`src/rtl/cpu_pkg.sv`:
```
// Shared constants and encodings for the data-memory port arbiter.
package cpu_pkg;

    localparam int NUM_PORTS  = 2;
    localparam int DEFAULT_AW = 30;
    localparam int DEFAULT_DW = 32;

    // Identifies which requester owns an outstanding load response.
    typedef enum logic {
        PORT0 = 1'b0,
        PORT1 = 1'b1
    } owner_e;

endpackage

```
`src/rtl/rr_arb2.sv`:
```
// Two-way arbiter: combinational grant, 1-bit last-granted pointer.
// RR != 0 alternates on ties; RR == 0 always favours port 0.
module rr_arb2
    import cpu_pkg::*;
#(
    parameter int RR = 1
) (
    input  logic                 i_clk,
    input  logic                 i_rst,
    input  logic [NUM_PORTS-1:0] i_req,
    output logic [NUM_PORTS-1:0] o_gnt
);

    // Port granted most recently; reset to PORT1 so port 0 wins the first tie.
    owner_e last_q;

    // Grant decision from the current requests and the pointer.
    always_comb begin
        // NOTE: default every comb output first so no path leaves it unassigned (no latch).
        o_gnt = '0;
        if (!i_rst) begin
            unique case (i_req)
                2'b01:   o_gnt = 2'b01;
                2'b10:   o_gnt = 2'b10;
                2'b11:   o_gnt = ((RR != 0) && (last_q == PORT0)) ? 2'b10 : 2'b01;
                default: o_gnt = '0;
            endcase
        end
    end

    // Pointer moves only when a request is actually accepted.
    always_ff @(posedge i_clk) begin
        // NOTE: state registers use non-blocking assignments so all flops update together.
        if (i_rst) begin
            last_q <= PORT1;
        end else if (|o_gnt) begin
            last_q <= o_gnt[1] ? PORT1 : PORT0;
        end
    end

endmodule

```
`src/rtl/dmem_arbiter.sv`:
```
// Shares one single-cycle-latency data memory between two requesters.
// Routes the granted request to memory and steers the read response back
// to the port that issued the load, one access per cycle.
module dmem_arbiter
    import cpu_pkg::*;
#(
    parameter int AW = DEFAULT_AW,
    parameter int DW = DEFAULT_DW,
    parameter int RR = 1
) (
    input  logic            i_clk,
    input  logic            i_rst,

    input  logic            i_req_0,
    output logic            o_gnt_0,
    input  logic [AW-1:0]   i_addr_0,
    input  logic [DW-1:0]   i_wr_data_0,
    input  logic [DW/8-1:0] i_mask_0,
    input  logic            i_we_0,
    output logic            o_rvalid_0,
    output logic [DW-1:0]   o_rd_data_0,

    input  logic            i_req_1,
    output logic            o_gnt_1,
    input  logic [AW-1:0]   i_addr_1,
    input  logic [DW-1:0]   i_wr_data_1,
    input  logic [DW/8-1:0] i_mask_1,
    input  logic            i_we_1,
    output logic            o_rvalid_1,
    output logic [DW-1:0]   o_rd_data_1,

    output logic            o_mem_en,
    output logic [AW-1:0]   o_mem_addr,
    output logic [DW-1:0]   o_mem_wr_data,
    output logic [DW/8-1:0] o_mem_mask,
    output logic            o_mem_we,
    input  logic [DW-1:0]   i_mem_rd_data
);

    logic [NUM_PORTS-1:0] req;
    logic [NUM_PORTS-1:0] gnt;
    logic                 granted;
    logic                 sel_we;
    owner_e               owner_q;
    logic                 pend_q;

    assign req = {i_req_1, i_req_0};

    rr_arb2 #(
        .RR (RR)
    ) u_arb (
        .i_clk (i_clk),
        .i_rst (i_rst),
        .i_req (req),
        .o_gnt (gnt)
    );

    assign o_gnt_0 = gnt[0];
    assign o_gnt_1 = gnt[1];
    assign granted = |gnt;
    assign sel_we  = gnt[1] ? i_we_1 : i_we_0;

    // Route the winning port's request onto the memory interface.
    always_comb begin
        o_mem_en      = granted;
        o_mem_addr    = gnt[1] ? i_addr_1    : i_addr_0;
        o_mem_wr_data = gnt[1] ? i_wr_data_1 : i_wr_data_0;
        o_mem_mask    = '0;
        o_mem_we      = 1'b0;
        if (granted) begin
            o_mem_mask = gnt[1] ? i_mask_1 : i_mask_0;
            o_mem_we   = sel_we;
        end
    end

    // Remember who issued an accepted load so the next-cycle data goes back to it.
    always_ff @(posedge i_clk) begin
        if (i_rst) begin
            pend_q  <= 1'b0;
            owner_q <= PORT0;
        end else begin
            pend_q <= granted && !sel_we;
            if (granted) begin
                owner_q <= gnt[1] ? PORT1 : PORT0;
            end
        end
    end

    // Reset is synchronous, so a load accepted just before reset still has
    // pend_q set during the reset cycle; masking with i_rst suppresses it.
    assign o_rvalid_0 = pend_q && !i_rst && (owner_q == PORT0);
    assign o_rvalid_1 = pend_q && !i_rst && (owner_q == PORT1);

    // Memory read data is already aligned with rvalid; no extra storage.
    assign o_rd_data_0 = i_mem_rd_data;
    assign o_rd_data_1 = i_mem_rd_data;

endmodule
```
`config.mk`:
```
export PLATFORM = sky130hd
export DESIGN_NAME = dmem_arbiter
export DESIGN_NICKNAME = d
export VERILOG_FILES = /design/src/rtl/cpu_pkg.sv /design/src/rtl/rr_arb2.sv /design/src/rtl/dmem_arbiter.sv
export SDC_FILE = /design/constraint.sdc
export NUM_CORES = 1
export LEC_CHECK = 0
export BUFFER_PORTS_ARGS = -buffer_cell sky130_fd_sc_hd__buf_2
export CAP_MARGIN = 20
export CORE_AREA = 2 2 119 121
export CTS_CLUSTER_SIZE = 20
export DETAILED_ROUTE_END_ITERATION = 10
export DIE_AREA = 0 0 121 123
export SETUP_SLACK_MARGIN = 0.4
export SLEW_MARGIN = 5
export SYNTH_ARGS = -nofsm -noshare
export SYNTH_HDL_FRONTEND = slang
export SYNTH_SLANG_ARGS = --single-unit
```
`constraint.sdc`:
```
create_clock -name i_clk -period 2.2 [get_ports i_clk]
set_input_delay 0.11 -clock i_clk [delete_from_list [all_inputs] [get_ports i_clk]]
set_output_delay 0.11 -clock i_clk [all_outputs]
set_load 0.01 [all_outputs]
```
==> reports/qor.yml <==
postCtsHoldBufs: 0
syn_area_per_cell_um2: 9.094
drive_above_1_share: 0.9063
wl_met2_um: 4532
synthCells: 164
async_flop_share: 0
endpoint_kind: "output port"
synth_cell_type_count: 19
hold_path_class: "input port to flop"
status: "complete, no violations"
design_area_um2: 3030
wl_per_cell_um: 17.77
drtAntennaViolNets: 0
ir_worst_vdd_uv: 159.4
drv_slew: 0
slew_headroom: 0.6049
drv_cap: 0
rsz0062_at_grt: "yes"
synth_top_family_by_area: "multiplexers"
synth_xor_area_frac: 0
cp_slowest_cell: "dfxtp_4"
clkSinkCount: 3
die_x_um: 121
firstDrtPassIters: 3
synth_top_area_frac: 0.4379
cts_tree: "yes"
dp_hpwl_um: 6249
synth_commonest_cells: "buf_4, mux2_2, nor2_1"
die_y_um: 123
die_area_um2: 14880
top_layer: "met4"
core_area_um2: 13610
grt_pass1_wl_um: 8769
route.detailed.drc: 0
avgViaCountPerCell: 3.634
tightest_slew_ns: 0.5873
wirelength_um: 8887
cts-htree-levels: 1
antenna_found_initial: 0
timing.hold.ws_ns: 0.09507
synthMuxAreaShare: 0.4681
cellPowerDensity_nw_per_um2: 330.5
ys_seq_area_frac: 0.04027
synth-compound-area-share: 0.05285
gp_congestion: 0.7134
areaGrowthSynthToFinish_pct: 103.2
max_freq_mhz: 551.8
synthSimpleGateAreaFrac: 0.06628
drt_iter0_markers: 25
path_cells: "a21bo_4, nor2_8, buf_12, clkbuf_16, mux2_4, buf_6"
startpoint_type: "flop"
grt_overflow_total: 0
clk_latency_ns: 0.22
nets: 491
diodes: 0
yosys_warnings: 0
period_minus_slack_ns: 1.812
cts_buffer_depth: 2
setup_tns_ns: 0
grt_max_degree: 44
grt_usage: 0.08067
start_util: 0.1096
synthTopCellsByArea: "mux2_2, buf_4, buf_6"
yosysMostFrequentCell: "buf_4"
cp.required_ns: 2.09
met1Wirelength_um: 3183
crit_path_max_incr_delay_ns: 0.33
portBuffers: 209
rows: 43
synth-seq-cells: 3
crit_arrival_ns: 1.70
syn_area_um2: 1491
clock-skew-final_ns: 0.0005769
finalHoldViolCount: 0
postPlaceCellArea_um2: 2235
synth_largest_area_cell: "mux2_2"
min_period_over_period: 0.8237
syn-num-nets: 334
io_pins: 306
first_global_vias: 1640
ys.flop_type: "dfxtp_1"
dr_total_vias: 1817
synth_edf_count: 0
wl_met3_um: 873
synth_adder_area_share: 0
criticalPathCategory: "flop to output port"
final-setup-viol-count: 0
nFillCells: 1462
clk_pin_slew_worst_paths_ns: 0.03
numCtsBuffers: 3
leakagePower_uw: 0.001577
crit_fanout: 7
root_buffer: "clkbuf_16"
## per-stage QoR
stage / utilization / std cells / worst slack, ns / power (uW)
detailed placement: 0.1642 / 483 / 0.5848 / 514.7
global placement: 0.1642 / 483 / 0.5955 / 514.9
finish: 0.2226 / 500 / 0.3878 / 1001
global route: 0.2226 / 500 / 0.3464 / 1053
floorplan: - / 164 / 0.8490 / 391.0
CTS: 0.1700 / 487 / 0.3516 / 807.3
## placed cells by master, fill, tap and decap left out, drive strengths merged
cell type / netlist / final
buf: 70 / 219
mux2: 62 / 62
nor2: 9 / 9
clkbuf: 2 / 9
a32oi: 5 / 5
nand2b: 3 / 3
dfxtp: 3 / 3
nand2: 2 / 2
a21bo: 1 / 1
a21boi: 1 / 1
nor3b: 1 / 1
and3b: 1 / 1
o21ai: 1 / 1
a21oi: 1 / 1
or3: 1 / 1
o31ai: 1 / 1
## worst max-delay path, delay by kind of cell, from the launching register on
| kind | cells | cell delay (ns) |
|---|---|---|
| compound gates | 1 | 0.23 |
| buf+inv | 3 | 0.47 |
| flops | 1 | 0.33 |
| mux | 1 | 0.31 |
| simple gates | 1 | 0.13 |
## metal layers
| layer | GRT usage | up-vias |
|---|---|---|
| met4 | 0.04142 | 0 |
| met2 | 0.1577 | 151 |
| met1 | 0.07868 | 808 |
| li1 | - | 827 |
| met5 | 0 | - |
| met3 | 0.01845 | 31 |
## area by class of cell
cell class                      instances  area [um^2]  share of cell area
Clock buffer                            4        78.83             0.02601
Multi-Input combinational cell         89         1047              0.3456
Sequential cell                         3        63.81             0.02106
Tap cell                              180        225.2             0.07432
Timing Repair Buffer                  224         1615              0.5330
## final timing paths
path | start | slack [ns] | endpoint | cells after the start
hold reg to reg | owner_q | 0.49 | owner_q | 2
setup / recovery | u_arb.last_q | 0.39 | o_mem_wr_data[28] | 6
setup reg to reg | u_arb.last_q | 1.15 | pend_q | 4
hold / removal | i_we_0 | 0.1 | pend_q | 2
## power by group
group	internal, uW	switching [uW]	total, uW
Combinational	397	258	655
Sequential	58.5	2.39	60.9
Clock	239	46.5	285
Total	694	307	1000
## sequential cells by signal (all words and copies together), names as in the netlist
register / count
owner_q: 1
pend_q: 1
u_arb.last_q: 1
## what timing repair did
action | CTS | global route
endpoints found under the setup margin | 46 | 62
gates cloned | 0 | 9
setup buffers | 0 | 4
pin swaps | 0 | 2
gates resized for setup | 0 | 116
## cells by family (layout without fill, tap and decap cells)
group,Yosys count,in the layout
flip-flops,3,3
multiplexers,62,62
buffers and inverters,72,228
AND/OR/NAND/NOR,17,17
AO/OA/AOI/OAI,10,10
Power figures use the tool's default switching activity.
